$ cat config.mk
export PLATFORM = sky130hd
export DESIGN_NAME = ervp_multi_latency_monitor
export DESIGN_NICKNAME = d
export VERILOG_FILES = /design/src/rtl/ervp_multi_latency_monitor_pkg.sv /design/src/rtl/ervp_multi_latency_monitor_channel.sv /design/src/rtl/ervp_multi_latency_monitor.sv
export SDC_FILE = /design/constraint.sdc
export NUM_CORES = 1
export LEC_CHECK = 0
export CAP_MARGIN = 5
export CORE_MARGIN = 2
export CORE_UTILIZATION = 45
export DETAILED_ROUTE_END_ITERATION = 7
export PLACE_DENSITY_LB_ADDON = 0.15
export SYNTH_ARGS = -nofsm -noshare
export SYNTH_HDL_FRONTEND = slang
export SYNTH_HIERARCHICAL = 1
export SYNTH_SLANG_ARGS = --single-unit
$ cat constraint.sdc
create_clock -name clk -period 3.5 [get_ports clk]
set_input_delay 0.7 -clock clk [delete_from_list [all_inputs] [get_ports clk]]
set_output_delay 0.7 -clock clk [all_outputs]
set_load 0.01 [all_outputs]
$ cat src/rtl/ervp_multi_latency_monitor_pkg.sv
// Shared definitions for the multi-channel latency monitor: detection-mode
// encodings used by the top and the per-channel logic.
package ervp_multi_latency_monitor_pkg;

  typedef enum logic {
    DETECT_ABS = 1'b0,  // absolute threshold only
    DETECT_AVG = 1'b1   // threshold and half-latency above running average
  } detect_mode_e;

  localparam int DEFAULT_NUM_CH        = 4;
  localparam int DEFAULT_BW_COUNTER    = 16;
  localparam int DEFAULT_TIMEOUT_LIMIT = 500;
  localparam int DEFAULT_BW_EVENT      = 16;
  localparam int DEFAULT_AVG_SHIFT     = 3;

endpackage

$ cat src/rtl/ervp_multi_latency_monitor_channel.sv
// One monitored channel: saturating latency counter, max/running-average
// statistics, sticky timeout flag with rise pulse, and timeout event counter.
module ervp_multi_latency_monitor_channel
  import ervp_multi_latency_monitor_pkg::*;
#(
  parameter int BW_COUNTER    = DEFAULT_BW_COUNTER,
  parameter int TIMEOUT_LIMIT = DEFAULT_TIMEOUT_LIMIT,
  parameter int BW_EVENT      = DEFAULT_BW_EVENT,
  parameter int DETECT_MODE   = int'(DETECT_ABS),
  parameter int AVG_SHIFT     = DEFAULT_AVG_SHIFT
) (
  input  logic                  clk,
  input  logic                  rst,
  input  logic                  enable,
  input  logic                  ch_init,
  input  logic                  ch_count,
  input  logic                  clear_stats,
  output logic                  timeout,
  output logic                  timeout_rise,
  output logic [BW_COUNTER-1:0] cur_latency,
  output logic [BW_COUNTER-1:0] max_latency,
  output logic [BW_COUNTER-1:0] avg_latency,
  output logic [BW_EVENT-1:0]   event_count
);

  localparam logic [BW_COUNTER-1:0] LIMIT = BW_COUNTER'(TIMEOUT_LIMIT);

  logic                         armed;
  logic                         avg_valid;
  logic signed [BW_COUNTER:0]   avg_diff;
  logic signed [BW_COUNTER:0]   avg_step;
  logic        [BW_COUNTER-1:0] avg_next;
  logic                         above_avg;
  logic                         set_timeout;
  logic                         stat_update;

  // One extra sign bit keeps (cur - avg) exact before the weighted shift.
  always_comb begin
    avg_diff    = $signed({1'b0, cur_latency}) - $signed({1'b0, avg_latency});
    avg_step    = avg_diff >>> AVG_SHIFT;
    avg_next    = BW_COUNTER'($signed({1'b0, avg_latency}) + avg_step);
    above_avg   = (cur_latency >> 1) > avg_latency;
    set_timeout = !timeout && (cur_latency >= LIMIT) &&
                  ((DETECT_MODE != int'(DETECT_AVG)) || !avg_valid || above_avg);
    stat_update = ch_init && armed;
  end

  always_ff @(posedge clk) begin
    if (rst) begin
      cur_latency  <= '0;
      max_latency  <= '0;
      avg_latency  <= '0;
      avg_valid    <= 1'b0;
      armed        <= 1'b0;
      timeout      <= 1'b0;
      timeout_rise <= 1'b0;
      event_count  <= '0;
    end else if (enable) begin
      if (ch_init) begin
        cur_latency <= '0;
      end else if (ch_count && !(&cur_latency)) begin
        cur_latency <= cur_latency + 1'b1;
      end

      if (ch_init) begin
        armed <= 1'b1;
      end

      if (ch_init) begin
        timeout <= 1'b0;
      end else if (set_timeout) begin
        timeout <= 1'b1;
      end
      timeout_rise <= set_timeout && !ch_init;

      // Clearing wins over a statistic update landing in the same cycle.
      if (clear_stats) begin
        max_latency <= '0;
        avg_latency <= '0;
        avg_valid   <= 1'b0;
        event_count <= '0;
      end else if (stat_update) begin
        if (cur_latency > max_latency) begin
          max_latency <= cur_latency;
        end
        if (!avg_valid) begin
          avg_latency <= cur_latency;
          avg_valid   <= 1'b1;
        end else begin
          avg_latency <= avg_next;
        end
        if (timeout && !(&event_count)) begin
          event_count <= event_count + 1'b1;
        end
      end
    end else begin
      timeout_rise <= 1'b0;
    end
  end

endmodule

$ cat src/rtl/ervp_multi_latency_monitor.sv
// Multi-channel latency monitor top: replicates the channel logic, packs the
// per-channel results and reduces the timeout flags.
module ervp_multi_latency_monitor
  import ervp_multi_latency_monitor_pkg::*;
#(
  parameter int NUM_CH        = DEFAULT_NUM_CH,
  parameter int BW_COUNTER    = DEFAULT_BW_COUNTER,
  parameter int TIMEOUT_LIMIT = DEFAULT_TIMEOUT_LIMIT,
  parameter int BW_EVENT      = DEFAULT_BW_EVENT,
  parameter int DETECT_MODE   = int'(DETECT_ABS),
  parameter int AVG_SHIFT     = DEFAULT_AVG_SHIFT
) (
  input  logic                         clk,
  input  logic                         rst,
  input  logic                         enable,
  input  logic [NUM_CH-1:0]            ch_init,
  input  logic [NUM_CH-1:0]            ch_count,
  input  logic                         clear_stats,
  output logic [NUM_CH-1:0]            timeout,
  output logic [NUM_CH-1:0]            timeout_rise,
  output logic                         any_timeout,
  output logic [NUM_CH*BW_COUNTER-1:0] cur_latency,
  output logic [NUM_CH*BW_COUNTER-1:0] max_latency,
  output logic [NUM_CH*BW_COUNTER-1:0] avg_latency,
  output logic [NUM_CH*BW_EVENT-1:0]   event_count
);

  // A limit the counter can never reach would silently disable detection.
  if (64'(TIMEOUT_LIMIT) >= (64'd1 << BW_COUNTER)) begin : g_limit_check
    $error("TIMEOUT_LIMIT must be below 2**BW_COUNTER");
  end

  for (genvar gi = 0; gi < NUM_CH; gi++) begin : g_ch
    ervp_multi_latency_monitor_channel #(
      .BW_COUNTER   (BW_COUNTER),
      .TIMEOUT_LIMIT(TIMEOUT_LIMIT),
      .BW_EVENT     (BW_EVENT),
      .DETECT_MODE  (DETECT_MODE),
      .AVG_SHIFT    (AVG_SHIFT)
    ) u_channel (
      .clk         (clk),
      .rst         (rst),
      .enable      (enable),
      .ch_init     (ch_init[gi]),
      .ch_count    (ch_count[gi]),
      .clear_stats (clear_stats),
      .timeout     (timeout[gi]),
      .timeout_rise(timeout_rise[gi]),
      .cur_latency (cur_latency[gi*BW_COUNTER +: BW_COUNTER]),
      .max_latency (max_latency[gi*BW_COUNTER +: BW_COUNTER]),
      .avg_latency (avg_latency[gi*BW_COUNTER +: BW_COUNTER]),
      .event_count (event_count[gi*BW_EVENT +: BW_EVENT])
    );
  end

  assign any_timeout = |timeout;

endmodule
Word-level counts from Yosys, hierarchy flattened
Cells that the tools add are included.
{ "word_totals": {"out_inout_bits": 265, "in_bits": 12, "ff_bits": 272} }
{ "classes": {"n_bitwise": 1, "muxes": 60, "add_sub_neg": 16, "n_lt_le_gt_ge": 8, "reduce_logical": 90} }
{ "op_table": {"columns": ["cell", "count"], "rows": [
  ["two-way mux 16 bit", 44],
  ["adder 16 x 1 -> 16 bit, second input constant", 8],
  ["AND reduction 16 bit", 8],
  ["subtractor 16 x 16 -> 17 bit", 4],
  ["adder 16 x 14 -> 16 bit", 4],
  ["greater-or-equal comparator 16 x 9 -> 1 bit, second input constant", 4],
  ["> comparator 16 bit", 4],
  ["nonzero test 2 bit", 20],
  ["AND reduction 2 bit", 16],
  ["AND reduction 3 bit", 8],
  ["logical AND 1 bit", 20],
  ["logical NOT 1 bit", 16],
  ["two-way mux 1 bit", 16],
  ["OR reduction 4 bit", 1],
  ["OR reduction 2 bit", 1],
  ["NOT 1 bit", 1]
]} }

Logic depth before layout (Yosys ltp)
{ "depth": {"ltp_word": 6, "ltp_mapped": 18, "depth_no_buf": 17} }

Hierarchy
The synthesis kept the hierarchy.
{ "modules_own_cells": {"columns": ["mod", "area_per_inst_um2", "cells_per_inst", "n_inst"], "rows": [
  ["ervp_multi_latency_monitor_channel (g_ch[0].u_channel ...)", 4665.7, 570, 3],
  ["ervp_multi_latency_monitor_channel (g_ch[1].u_channel)", 4581.9, 554, 1],
  ["ervp_multi_latency_monitor", 7.5, 1, 1]
]} }

Worst setup path after synthesis
Ideal clock, no wire load.
{ "synth_timing": {"path_kind": "reg2reg", "startpoint": "register g_ch[1].u_channel.cur_latency[4]", "endpoint": "register g_ch[1].u_channel.avg_latency[12]", "path_buffers": 0, "t_required_ns": 3.429, "period_less_slack_ns": 3.926, "arrival_ns": 3.856, "setup_ns": 0.071, "slack_ns": -0.426, "stages_incl_launch_ff": 16, "cell_sequence": "dfxtp_1 ha_1 a21o_1 a2111o_1 a21oi_2 nor2_1 a21o_1 a211oi_1 nor2_1 ha_1 a2111oi_0 o21ai_0 a41o_1 a2111oi_0 o31ai_1 a21oi_1"} }
{ "synth_via": {"elab_chain_cells": 5} }
{ "synth_rtl": {"columns": ["item", "line_no", "rtl"], "rows": [
  ["from (decl)", "ervp_multi_latency_monitor_channel.sv:20", "output logic [BW_COUNTER-1:0] cur_latency,"],
  ["from (signal assigned)", "ervp_multi_latency_monitor_channel.sv:62", "cur_latency <= cur_latency + 1'b1;"],
  ["subtractor 16 x 16 -> 17 bit", "ervp_multi_latency_monitor_channel.sv:39", "avg_diff = $signed({1'b0, cur_latency}) - $signed({1'b0, avg_latency});"],
  ["adder 16 x 14 -> 16 bit", "ervp_multi_latency_monitor_channel.sv:41", "avg_next = BW_COUNTER'($signed({1'b0, avg_latency}) + avg_step);"],
  ["two-way mux 16 bit", "ervp_multi_latency_monitor_channel.sv:86", "if (!avg_valid) begin"],
  ["two-way mux 16 bit", "ervp_multi_latency_monitor_channel.sv:82", "end else if (stat_update) begin"],
  ["two-way mux 16 bit", "ervp_multi_latency_monitor_channel.sv:77", "if (clear_stats) begin"],
  ["to (signal assigned)", "ervp_multi_latency_monitor_channel.sv:87", "avg_latency <= cur_latency;"],
  ["to (signal assigned)", "ervp_multi_latency_monitor_channel.sv:90", "avg_latency <= avg_next;"],
  ["to (decl)", "ervp_multi_latency_monitor_channel.sv:22", "output logic [BW_COUNTER-1:0] avg_latency,"]
]} }
Every way passes these cells. The select of a mux whose other input is x is not followed.
A chain may end at the register's enable or synchronous reset.

Worst setup path in the final report
{ "layout_timing": {"startpoint": "register g_ch[1].u_channel.cur_latency[4]", "endpoint": "register g_ch[1].u_channel.avg_latency[15]"} }
Same word-level chain as after synthesis.

==> impl_results.md <==
* Final setup TNS at -0.1314 ns
* Vias per cell at 5.635
* Final Hold Viols at 0
* Hold Buf Count CTS at 0
* EDFF count, synth at 0
* GRT Util Overall at 27.11%
* CTS H-Tree Depth at 2
* First-pass GRT wire length at between 90000 and 100000 um
* Synthesis-stage register bit count at roughly 270
* Root buf cell: clkbuf_16
* Via count of the first global-routing pass at 18185
* Synth unique cells at between 70 and 80
* Row count at 74
* Drt drc at 0
* Ys flop type: dfxtp_1
* Async SR Flop Fraction at 0%
* Sequential share of the synthesized area at 29.30%
* Critical Path End Type: register
* Synth top area share at just under 30%
* Clock-pin slew on the worst setup and hold paths at 0.06 ns
* R2R cell count at 17
* Critical path class: reg2reg
* Worst Hold End: g_ch[1].u_channel/max_latency[15]
* Failing checks: negative setup slack
* Crit-path cells: ha_4, a21o_1, a2111o_1, a21oi_2, buf_4, o21ai_2, a31o_2, a21oi_2, xnor2_2, ha_4, a21o_1, nand2_1, a31o_2, a21oi_4, nand4_1, mux2i_1, a2111oi_2
* Hold depth at 1
* Total grt overflow at 0
* Largest net degree at the start of global routing at 43
* Layout cell share with drive strength beyond 1 at between 10% and 20%
* Register-to-register setup slack at -0.07 ns
* First-pass detailed-route iteration total at 5
* Slowest-stage cell, CP: a2111o_1
* Worst-margin pin slew at 1.132 ns
* Clock Skew at 0.02035 ns
* Post-synth top area cell: dfxtp_1
* Syn Std Cell Area at 18590 um2
* Max_slew headroom at 24.27%
* Die area at 42940 um2
* Data required, critical path at 3.92 ns
* Final cell count without fillers at 3323
* GP Congestion at 0.9418
* # port buffers at about 280
* Reg2reg start: g_ch[1].u_channel/cur_latency[4]
* Antenna violations before repair at 0
* Final Setup Violations at 3
* Clk buf depth at 3
* Critical path startpoint category: register
* Synth area leaders: dfxtp_1 (29%), ha_1 (13%), nor2_1 (5.2%), a21oi_1 (5.0%), xnor2_1 (4.9%)
* Crit-path max FO at 4
* Max incr delay on CP at 0.37 ns
* Most frequent cells in the layout: clkdlybuf4s50_1 (274), dfxtp_1 (260), nor2_1 (256)
* Core outline area at 40830 um2
* Layout overhead on the synthesized area at 37.37%
* WL per Instance at 18.33 um
* Die X-Extent at 207.2 um
* CP delay by family, top: compound AO/OA/AOI/OAI gates
* DP Worst Slack at -0.2240 ns
* Placed Cells at between 3000 and 4000
* Hold Startpoint: g_ch[1].u_channel/max_latency[15]
* Class of the worst hold path: reg2reg
* DP Wirelength at about 46000 um
* Run status: finished with violations
* RSZ-0062 raised after global routing: yes
* Fillers at 3575
* Worst EP arrival at 4.00 ns
* Number of synthesis warnings at 6
* Commonest non-fill, non-tap cell in the layout: clkdlybuf4s50_1
* Total power at 0.006897 W
* Pwr dens at 270.1 nW/um2
* Fin crit share at 102.1%
* Setup ws final at -0.07296 ns
* Clock Sinks at about 270
* Post-Synthesis Cells at 2265
* Max cap viols at 0
* Min Hold Slack at 0.5027 ns
* Detailed Route Iter0 Violations at 1100
* Layout net count at 2984
* Syn avg cell area at between 8 and 9 um2
* Worst reg2reg endpoint: g_ch[1].u_channel/avg_latency[15]
* WL final at 60910 um
* Clk Latency, worst-skew pair at between 0.5 and 0.6 ns
* Starting Density at 45.52%
* Final antenna diode count at 0
* CTS tree: built
* Via Count at 18726
* Die Y at 207.2 um
* IO Count at ~280
* Buf+Inv Stages, Crit Path at 1
* Peak VDD IR at 430.8 uV
* ANT nets after route at 0
* Lkg Pwr at between 10 and 15 nW
* Syn Nets at between 2000 and 2500
* Final max-slew violation count at 0
* Fmax at 0.2799 GHz
* TritonCTS Buffers at 34
* Period minus WS final at around 3.6 ns
==> metal layers <==
layer	share of wire [%]	track usage, %	up-vias
met5	0	0	-
li1	-	-	9166
met3	5.9	4.887	124
met1	45	35.69	8927
met4	3.6	11.60	0
met2	45	43.62	509
==> worst register-to-register path: stages, from the launching register on <==
cell and delay [ns]:
dfxtp_4 0.35, ha_4 0.23, a21o_1 0.16, a2111o_1 0.37
a21oi_2 0.14, buf_4 0.15, o21ai_2 0.06, a31o_2 0.29
a21oi_2 0.17, xnor2_2 0.11, ha_4 0.30, a21o_1 0.19
nand2_1 0.09, a31o_2 0.27, a21oi_4 0.17, nand4_1 0.12
mux2i_1 0.19, a2111oi_2 0.07
==> worst max-delay path by stage <==
stage	endpoint	cells past startpoint	slack [ns]	startpoint
6_report	g_ch[1].u_channel/avg_latency[15]	17	-0.07	g_ch[1].u_channel/cur_latency[4]
5_1_grt	g_ch[2].u_channel/avg_latency[15]	17	-0.26	g_ch[2].u_channel/avg_latency[4]
4_1_cts	g_ch[2].u_channel/avg_latency[15]	17	-0.07	g_ch[2].u_channel/avg_latency[4]
3_5_place_dp	g_ch[0].u_channel/avg_latency[12]	16	-0.22	g_ch[0].u_channel/avg_latency[4]
3_3_place_gp	g_ch[0].u_channel/avg_latency[12]	16	-0.10	g_ch[0].u_channel/avg_latency[4]
2_1_floorplan	g_ch[1].u_channel/avg_latency[12]	16	-0.02	g_ch[1].u_channel/avg_latency[4]
==> synthesized netlist by cell type, types with 28 or more instances <==
cell type  instances
dfxtp_1          272
nor2_1           259
ha_1             200
a21oi_1          185
inv_1            174
nand2_1          144
xnor2_1          104
o21ai_0           98
xor2_1            77
a22o_1            67
nand3_1           63
nand4_1           56
a21o_1            51
clkbuf_1          48
nor3_1            44
or3_1             28
==> repair_timing <==
action	4_1_cts	5_1_grt
setup buffers	6	20
setup endpoints to repair	26	38
gates resized for setup	38	109
pin swaps	54	104
==> final cells by class <==
cell class | count | area (um2) | area share (%)
Sequential cell | 272 | 5463 | 21.40
Timing Repair Buffer | 539 | 4781 | 18.72
Inverter | 174 | 653.1 | 2.558
Clock inverter | 15 | 178.9 | 0.7008
Clock buffer | 44 | 898.4 | 3.519
Multi-Input combinational cell | 1747 | 12890 | 50.50
Tap cell | 532 | 665.6 | 2.607
==> metrics by stage <==
stage               utilization [%]  area [um2]
detailed placement            57.71       23570
global route                  62.53       25530
floorplan                         -       18700
global placement              57.71       23570
finish                        62.53       25530
CTS                           60.84       24840
==> power by group <==
part / switching, W / internal, W
logic: 0.000200 / 0.0000954
clock network: 0.00145 / 0.00205
registers: 0.00000729 / 0.00310
total: 0.00165 / 0.00524
==> flip-flops by register name (all words and copies together), names as in the netlist <==
register and cells:
g_ch.u_channel/avg_latency 64, g_ch.u_channel/cur_latency 64, g_ch.u_channel/timeout 4, g_ch.u_channel/avg_valid 4, g_ch.u_channel/timeout_rise 4, g_ch.u_channel/max_latency 64
g_ch.u_channel/event_count 64, g_ch.u_channel/armed 4
==> cells by family after synthesis <==
| kind of cell | count (synthesis) | share of synthesized area [%] |
|---|---|---|
| adder cells (fa/ha/maj) | 204 | 13.89 |
| flip-flops | 272 | 29.30 |
| AND/OR/NAND/NOR | 724 | 18.68 |
| AO/OA/AOI/OAI | 615 | 22.78 |
| buffers and inverters | 246 | 5.581 |
| XOR/XNOR | 181 | 8.529 |
| multiplexers | 23 | 1.239 |
No activity file was read; power rests on OpenSTA's default activity.
